[config.mk]
export PLATFORM = sky130hd
export DESIGN_NAME = instr_fetch_rom
export DESIGN_NICKNAME = d
export VERILOG_FILES = /design/src/rtl/instr_fetch_rom.sv
export SDC_FILE = /design/constraint.sdc
export NUM_CORES = 1
export LEC_CHECK = 0
export BUFFER_PORTS_ARGS = -buffer_cell sky130_fd_sc_hd__buf_4
export CELL_PAD_IN_SITES_DETAIL_PLACEMENT = 1
export CELL_PAD_IN_SITES_GLOBAL_PLACEMENT = 1
export CORE_MARGIN = 2
export CORE_UTILIZATION = 24
export CTS_BUF_LIST = sky130_fd_sc_hd__clkbuf_2
export CTS_CLUSTER_SIZE = 25
export DETAILED_ROUTE_END_ITERATION = 8
export GPL_ROUTABILITY_DRIVEN = 0
export GPL_TIMING_DRIVEN = 0
export PLACE_DENSITY_LB_ADDON = 0.25
export SLEW_MARGIN = 25
export SYNTH_ARGS = -nofsm -noshare
export SYNTH_HDL_FRONTEND = slang
export SYNTH_SLANG_ARGS = --single-unit
export TNS_END_PERCENT = 50
[constraint.sdc]
create_clock -name clk -period 3.76 [get_ports clk]
set_clock_uncertainty 0.2 [all_clocks]
set_input_delay 0.188 -clock clk [delete_from_list [all_inputs] [get_ports clk]]
set_output_delay 0.188 -clock clk [all_outputs]
set_load 0.01 [all_outputs]
[src/rtl/instr_fetch_rom.sv]
// Program store for the MCP core: loaded over a valid/ready byte stream, then
// serves registered instruction reads. Out-of-program addresses return NOP.
module instr_fetch_rom #(
  parameter int         DEPTH = 32,
  parameter int         AW    = 5,
  parameter logic [7:0] NOP   = 8'hC0
) (
  input  logic          clk,
  input  logic          reset,
  input  logic          start_load,
  input  logic          load_valid,
  input  logic [7:0]    load_data,
  input  logic          load_done,
  output logic          load_ready,
  input  logic [7:0]    address,
  output logic [7:0]    instruction,
  output logic          instr_valid,
  output logic [AW:0]   prog_len,
  output logic          load_err
);

  typedef enum logic [1:0] {IDLE, LOAD, RUN} state_t;

  state_t        state_reg;
  logic [AW:0]   wr_ptr_reg;
  logic [7:0]    store_reg [DEPTH];
  logic          full;
  logic          xfer;
  logic          in_prog;

  // DEPTH is a power of two, so the top pointer bit alone marks a full store.
  assign full       = wr_ptr_reg[AW];
  assign load_ready = (state_reg == LOAD) && !full;
  assign xfer       = (state_reg == LOAD) && !start_load && load_valid && !full;
  assign in_prog    = (address < 8'(prog_len));

  // Store words are reset so an aborted load leaves nothing behind.
  always_ff @(posedge clk or negedge reset) begin
    if (!reset) begin
      for (int i = 0; i < DEPTH; i++) begin
        store_reg[i] <= NOP;
      end
    end else if (xfer) begin
      store_reg[wr_ptr_reg[AW-1:0]] <= load_data;
    end
  end

  always_ff @(posedge clk or negedge reset) begin
    if (!reset) begin
      state_reg   <= IDLE;
      wr_ptr_reg  <= '0;
      prog_len    <= '0;
      instruction <= NOP;
      instr_valid <= 1'b0;
      load_err    <= 1'b0;
    end else if (start_load) begin
      // start_load outranks load_done and any byte offered in the same cycle.
      state_reg   <= LOAD;
      wr_ptr_reg  <= '0;
      load_err    <= 1'b0;
      instr_valid <= 1'b0;
      instruction <= NOP;
    end else begin
      case (state_reg)
        IDLE: begin
          instruction <= NOP;
          instr_valid <= 1'b0;
        end
        LOAD: begin
          instruction <= NOP;
          instr_valid <= 1'b0;
          if (xfer) begin
            wr_ptr_reg <= wr_ptr_reg + 1'b1;
          end
          if (load_valid && full) begin
            load_err <= 1'b1;
          end
          if (load_done) begin
            state_reg <= RUN;
            prog_len  <= wr_ptr_reg + {{AW{1'b0}}, xfer};
          end
        end
        RUN: begin
          instruction <= in_prog ? store_reg[address[AW-1:0]] : NOP;
          instr_valid <= 1'b1;
        end
        default: begin
          state_reg <= IDLE;
        end
      endcase
    end
  end

endmodule

* Yosys cells after proc, flatten, opt, wreduce, memory -nomap -nowiden
Index checks and enable logic that the tools add are counted.
** Storage, ports and cells
- Bits of input ports :: 21
- Output and inout port bits :: 17
- Word-level logic and storage cells :: 90
- Flip-flop bits (word level) :: 280
** Operators by class
- Equal/unequal tests :: 4
- Reduce and logical (&&, ||, !) cells :: 19
- Bitwise logic cells :: 3
- Order comparisons :: 4
- Muxes and demuxes :: 20
- Add/sub/neg operators :: 2
** Operators by type and width (number)
- bitwise mux 256 bit :: 1
- binary-select mux 8 bit (select 5 bit) :: 1
- demux 8 bit (select 5 bit) :: 1
- two-way mux 8 bit :: 5
- two-way mux 6 bit :: 3
- one-hot mux 8 bit (2 select lines) :: 1
- >= comparator 6 bit (second input constant) :: 2
- NOT 5 -> 6 bit :: 2
- less-than comparator 8 x 6 -> 1 bit :: 1
- adder 6 x 1 -> 6 bit :: 1
- adder 6 x 1 -> 6 bit (second input constant) :: 1
- logical AND 1 bit :: 6
- less-than comparator 6 x 1 -> 1 bit (second input constant) :: 1
- AND reduction 2 bit :: 3
- nonzero test 2 bit :: 3
- two-way mux 1 bit :: 4
- two-way mux 2 bit :: 2
- one-hot mux 2 bit (2 select lines) :: 1
- OR reduction 2 bit :: 2
- inequality test 3 bit (second input constant) :: 1
- AND reduction 3 bit :: 1
- nonzero test 3 bit :: 1
- == test 2 x 1 -> 1 bit (second input constant) :: 1
- == test 2 bit (second input constant) :: 1
- 5 further kinds :: 6

* Depth between registers and ports, before layout
Gate-level depths: netlist of the first run.
- Depth after elaboration :: 7
- Depth in mapped cells :: 8

* Least setup slack after synthesis of the first run
OpenSTA, ideal clock, no wires.
- Path kind :: register to register
- Start point :: reg prog_len[5]
- End point :: reg instruction[0]
- Path slack :: 1.646 ns
- Arrival time :: 1.848 ns
- Path buffers :: 0
- Period minus slack after synthesis :: 2.114 ns
- Cell stages (with the launch flop) :: 8
- Library setup time :: 0.066 ns
- Required time :: 3.494 ns
- Cell sequence :: dfrtp_1 > inv_1 > ha_1 > or4_1 > a211oi_2 > o211ai_2 > a211oi_1 > a221o_1
** On the way
- Cells in the longest elaborated chain, start to end :: 4
** RTL lines
- start: declaration :: line 18 : output logic [AW:0] prog_len,
- start signal: assignment :: line 80 : prog_len <= wr_ptr_reg + {{AW{1'b0}}, xfer};
- less-than comparator 8 x 6 -> 1 bit :: line 35 : assign in_prog = (address < 8'(prog_len));
- two-way mux 8 bit :: line 84 : instruction <= in_prog ? store_reg[address[AW-1:0]] : NOP;
- one-hot mux 8 bit (2 select lines) :: line 64 : case (state_reg)
- two-way mux 8 bit :: line 56 : end else if (start_load) begin
- end signal: assignment :: line 84
- end: declaration :: line 16 : output logic [7:0] instruction,
No other way between the ends.
A chain may end at the register's enable or synchronous reset.

* Final worst setup path of the first run
- Start point :: reg prog_len[5]
- End point :: reg instruction[6]
The elaborated chain is that of the path after synthesis.

==> summary.md, run 1 <==
| Metric | Value |
|---|---|
| Run status | complete, no violations |
| Crit-path max FO | 8 |
| M1 GR Usage | 19.81% |
| Clock slew at reported path FFs | 0.09 ns |
| Crit Path Class | reg -> reg |
| CTS sink cnt | 280 |
| P&R area growth vs syn | 18.85% |
| Max transition margin | 33.65% |
| Sequential-to-total area share from yosys stat | 53.71% |
| Max Freq | 0.2953 GHz |
| Yosys warning count | 0 |
| DR vias | 8026 |
| Peak supply drop | 136.3 uV |
| Vert. Die Dim | 238.5 um |
| Yosys reg bits | 280 |
| Max cap viols | 0 |
| CP required | 4.43 ns |
| Synth unique cells | 51 |
| Ys flop type | dfrtp_1 |
| Clk buf depth | 3 |
| Worst-margin pin slew | roughly 1.0 ns |
| Most common cell after layout, fill and taps aside | mux2_2 |
| GR peak layer | met2 |
| CTS Buf Count | 80 |
| Fill count | 5780 |
| GRT met2 Usage | 22.28% |
| Slew Limit Fails | 0 |
| GRT Util Overall | 14.27% |
| 1st-iter DRT viols | between 300 and 400 |
| PwrDens | between 300 and 400 nW/um2 |
| Synth area leader | dfrtp_1 |
| Final hold violation count | 0 |
| I/O pin count | 38 |
| First-pass GRT wire length | 59.00 mm |
| Post-Route Utilization | 28.98% |
| Total global routing overflow | 0 |
| Placed Cells incl. Taps | 1586 |
| Die area | 56890 um2 |
| Setup crit end kind | register |
| Final non-filler cell total | around 1.8k |
| TritonCTS clock tree | done |
| DR vias/cell | 4.522 |
| Final setup fails | 0 |
| Period minus WS final | 3.386 ns |
| DRC Markers | 0 |
| Most frequent cells in the layout | mux2_2, dfrtp_1, clkbuf_2 |
| HP Class | in -> reg |
| Post-CTS setup buffer count | 0 |
| # resized after CTS | 0 |
| Post-Syn Area | 13200 um2 |
| Post-synth ARST share | 100.0% |
| Row count | 85 |
| IO Port Bufs | 36 |
| Crit path arrival time | 4.06 ns |
| Vias in the first global route | 8937 |
| Die Width | 238.5 um |
| Switching Share | between 20 and 30% |
| DPL Wire Length | between 20 and 30 mm |
| Pin count of the biggest net entering global routing | 92 |
| Layout cells sized above 1 | between 50% and 60% |
| TritonRoute pass-1 iters | 4 |
| Clock share of power | 40.7% |
| H-tree depth | 3 |
| Combinational share of power | 8.4% |
| R2R cell count | 9 |
| Sequential Power Share | around half |
| Max reg flops | 256 |
| Crit start category | register |
| Area of the multi-input gates | roughly 5800 um2 |
| Initial antenna violation count | 2 |
| Post-Syn Nets | 883 |
| WL/cell | 22.05 um |
| Nets | 1045 |
| Cell internal pwr | around 0.0045 W |
| Synth Instances | 851 |
| NetSw | approximately 0.0017 W |
| Leakage | 7.424 nW |
| Top-area cell type share of the netlist area | 40.57% |
| WL final | 39.14 mm |
| Post-CTS Hold Buffers | 41 |
| Tcrit/Tclk final | 90.05% |
| Met3 Usage GRT | 3.199% |
| Hold Path Stages | 4 |
| Core Box Area | 54130 um2 |
| Worst-Skew Late Latency | 0.99 ns |
| CTS Root Cell | clkbuf_2 |
| Avg Cell Area, Syn | 15.51 um2 |
| RSZ-0062 raised after global routing | no |
| Sequential Area | 7089 um2 |
| Synth area leaders | dfrtp_1, mux2_2, dfstp_2 |
| Starting density of the core | 24.38% |
| EDFF count, synth | 0 |
| Antenna viol nets, final | 0 |
cell usage after synthesis, types with 9 or more instances:
| cell | n |
|---|---|
| a211oi_1 | 10 |
| a21oi_1 | 12 |
| a22oi_1 | 14 |
| clkbuf_1 | 40 |
| dfrtp_1 | 214 |
| dfstp_2 | 66 |
| ha_1 | 11 |
| inv_1 | 9 |
| mux2_2 | 241 |
| mux2_4 | 16 |
| mux2i_1 | 10 |
| mux4_2 | 59 |
| nand2_1 | 15 |
| nand2_2 | 24 |
| nor2b_1 | 10 |
| o21ai_0 | 9 |
cells by family (layout without fill, tap and decap cells):
group	after synthesis	after routing	share of synthesized area, %
AO/OA/AOI/OAI	61	61	3.252
AND/OR/NAND/NOR	91	91	4.446
multiplexers	333	333	34.49
adder cells (fa/ha/maj)	11	11	1.043
other	0	3	0
XOR/XNOR	6	6	0.3981
buffers and inverters	69	294	2.664
flip-flops	280	280	53.71
worst paths after layout:
| path | from | endpoint | slack, ns |
|---|---|---|---|
| setup / recovery | prog_len[5] | instruction[6] | 0.37 |
| hold / removal | start_load | wr_ptr_reg[5] | 0.16 |
| setup reg to reg | prog_len[5] | instruction[6] | 0.37 |
| hold reg to reg | store_reg[83] | store_reg[83] | 0.31 |
| max in group asynchronous | reset | store_reg[238] | 1.85 |
| min in group asynchronous | reset | store_reg[209] | 0.68 |
per-layer routing:
metal  share of wire [%]  vias to the layer above
met3                 3.7                       57
met5                   0                        -
met2                  46                      148
met1                  48                     4277
li1                    -                     3544
met4                 2.0                        0
power groups by stage:
stage                     Sequential (W)  Combinational, W  Clock (W)
after floorplan                  0.00320          0.000265          0
after global placement           0.00322          0.000478          0
after detailed placement         0.00322          0.000498          0
after CTS                        0.00316          0.000536    0.00267
after global routing             0.00318          0.000570    0.00282
final                            0.00316          0.000519    0.00252
metrics by stage:
stage / setup TNS [ns] / power (W) / area [um2] / setup WS (ns) / hold slack [ns]
after floorplan: 0 / 0.003469 / 13200 / 1.646 / -0.3076
after global placement: -74.02 / 0.003696 / 14340 / -0.3846 / 0.1967
after detailed placement: 0 / 0.003719 / 14440 / 0.6998 / -0.01339
after CTS: 0 / 0.006367 / 15680 / 0.3376 / 0.01098
after global routing: 0 / 0.006563 / 15690 / 0.2033 / 0.1121
final: 0 / 0.006207 / 15690 / 0.3742 / 0.1563
cell type report:
cell class	instances	area share (%)
Sequential cell	280	45.19
Multi-Input combinational cell	502	36.77
Tap cell	696	5.551
Timing Repair Buffer	80	5.025
Clock buffer	122	3.892
Buffer	60	2.026
Clock inverter	23	1.284
Inverter	9	0.2153
Antenna cell	3	0.04785
worst max-delay path, cell delays in order (launching register included):
cell and delay (ns):
dfrtp_1 0.36, inv_1 0.06, ha_1 0.17, or4_1 0.54, a211oi_2 0.23, o21ai_0 0.17, nor2_4 0.10, dlygate4sd3_1 0.82
a21oi_1 0.11, dlygate4sd3_1 0.57
Power figures use the tool's default switching activity.
==> inputs of run 2 (changes only) <==
- PLACE_DENSITY_LB_ADDON: 0.25 -> 0.05
- REMOVE_ABC_BUFFERS: default -> 1
==> summary.md, run 2 (synthesis gave the netlist of run 1 again) <==
| Metric | Value |
|---|---|
| Run status | complete, no violations |
| Tcrit/Tclk final | 94.79% |
| Post-CTS Hold Buffers | roughly 50 |
| Vert. Die Dim | ~240 um |
| Period minus WS final | 3.564 ns |
| Max cap viols | 0 |
| Antenna viol nets, final | 0 |
| Critical Path Start | prog_len[5] |
| DRC Markers | 0 |
| Max reg flops | around 260 |
| WL final | approximately 40 mm |
| H-tree depth | 3 |
| Clk buf depth | 3 |
| Post-CTS setup buffer count | 0 |
| TritonCTS clock tree | done |
| PwrDens | about 400 nW/um2 |
| # resized after CTS | 0 |
| Most frequent cells in the layout | mux2_2, dfrtp_1, clkbuf_2 |
| Worst Setup EP | instruction[4] |
| TritonRoute pass-1 iters | 4 |
| Initial antenna violation count | 1 |
| Row count | 85 |
| GRT Util Overall | 14.86% |
| Nets | 998 |
| P&R area growth vs syn | 17.43% |
| Worst Hold Launch | load_data[1] |
| Fill count | 5716 |
| R2R setup slack | 0.20 ns |
| 1st-iter DRT viols | 265 |
| Leakage | about 7.4 nW |
| CP required | 4.46 ns |
| I/O pin count | 38 |
| CTS Buf Count | 83 |
| Core Box Area | 54130 um2 |
| Clock slew at reported path FFs | ~0.09 ns |
| Slew Limit Fails | 0 |
| WHS | 0.1961 ns |
| Crit Path Class | reg -> reg |
| Starting density of the core | 24.38% |
| HP Class | in -> reg |
| DPL Wire Length | 24.61 mm |
| WL/cell | 23.59 um |
| Crit-path max FO | 8 |
| Peak supply drop | ~190 uV |
| Crit start category | register |
| DR vias/cell | 4.638 |
| Final hold violation count | 0 |
| Total global routing overflow | 0 |
| CTS sink cnt | 280 |
| Layout cells sized above 1 | 58.73% |
| Max Freq | 0.2806 GHz |
| Max transition margin | 29.30% |
| R2R Path Start | prog_len[5] |
| Vias in the first global route | 9098 |
| FF-to-FF End | instruction[4] |
| Die Width | 238.5 um |
| R2R cell count | 9 |
| Final setup fails | 0 |
| Post-Route Utilization | 28.63% |
| Most common cell after layout, fill and taps aside | mux2_2 |
| First-pass GRT wire length | 60.64 mm |
| IO Port Bufs | 37 |
| Pin count of the biggest net entering global routing | 88 |
| Die area | ~57000 um2 |
| Crit path arrival time | around 4.3 ns |
| RSZ-0062 raised after global routing | no |
| Setup crit end kind | register |
| CTS Root Cell | clkbuf_2 |
| Sequential Area | approximately 7100 um2 |
| Worst-margin pin slew | 1.060 ns |
| DR vias | 8051 |
| Area of the multi-input gates | 5758 um2 |
| Worst-Skew Late Latency | 1.00 ns |
-- run 2: area by class of cell --
cell class / count / share of cell area (%)
timing repair buffer: 90 / 5.998
sequential: 280 / 45.74
clock buffer: 137 / 4.424
clock inverter: 19 / 0.8072
inverter: 9 / 0.2180
antenna: 3 / 0.04843
tap: 696 / 5.618
multi-input combinational: 502 / 37.15
-- run 2: critical path, stage by stage, from the launching register on --
cell           delay (ns)
dfrtp_1              0.36
inv_1                0.06
ha_1                 0.17
or4_1                0.54
a211oi_2             0.22
o21ai_0              0.17
nor2_4               0.12
dlygate4sd3_1        0.84
a221o_1              0.22
dlygate4sd3_1        0.57
-- run 2: worst min path at each step --
stage	to	cells past startpoint
floorplan	instr_valid	0
global placement	state_reg[0]	2
detailed placement	store_reg[162]	1
CTS	store_reg[11]	3
global route	store_reg[59]	3
finish	store_reg[9]	3
-- run 2: metrics by stage --
stage                     cell area (um2)  instances  power, W  worst slack [ns]  setup TNS, ns
after floorplan                     12880        791  0.003397             1.361              0
after CTS                           15500       1733  0.006333            0.2293              0
after global routing                15500       1735  0.006525          0.006784              0
final                               15500       1736  0.006141            0.1961              0
after global placement              14030       1524  0.003642          -0.05326         -4.325
after detailed placement            14160       1528  0.003687            0.7548              0
-- run 2: layer usage --
metal / part of all wire (%) / wire, um / GRT usage, % / up-vias
met5: 0 / 0 / 0 / -
met4: 2.6 / 1081 / 6.155 / 0
met3: 4.0 / 1620 / 3.222 / 81
met2: 48 / 19740 / 24.28 / 173
met1: 45 / 18510 / 19.10 / 4350
li1: - / - / - / 3447
-- run 2: power breakdown --
| group | internal [W] | total, W | switching [W] |
|---|---|---|---|
| Combinational | 0.000219 | 0.000498 | 0.000280 |
| Clock | 0.00109 | 0.00248 | 0.00139 |
| Sequential | 0.00311 | 0.00317 | 0.0000520 |
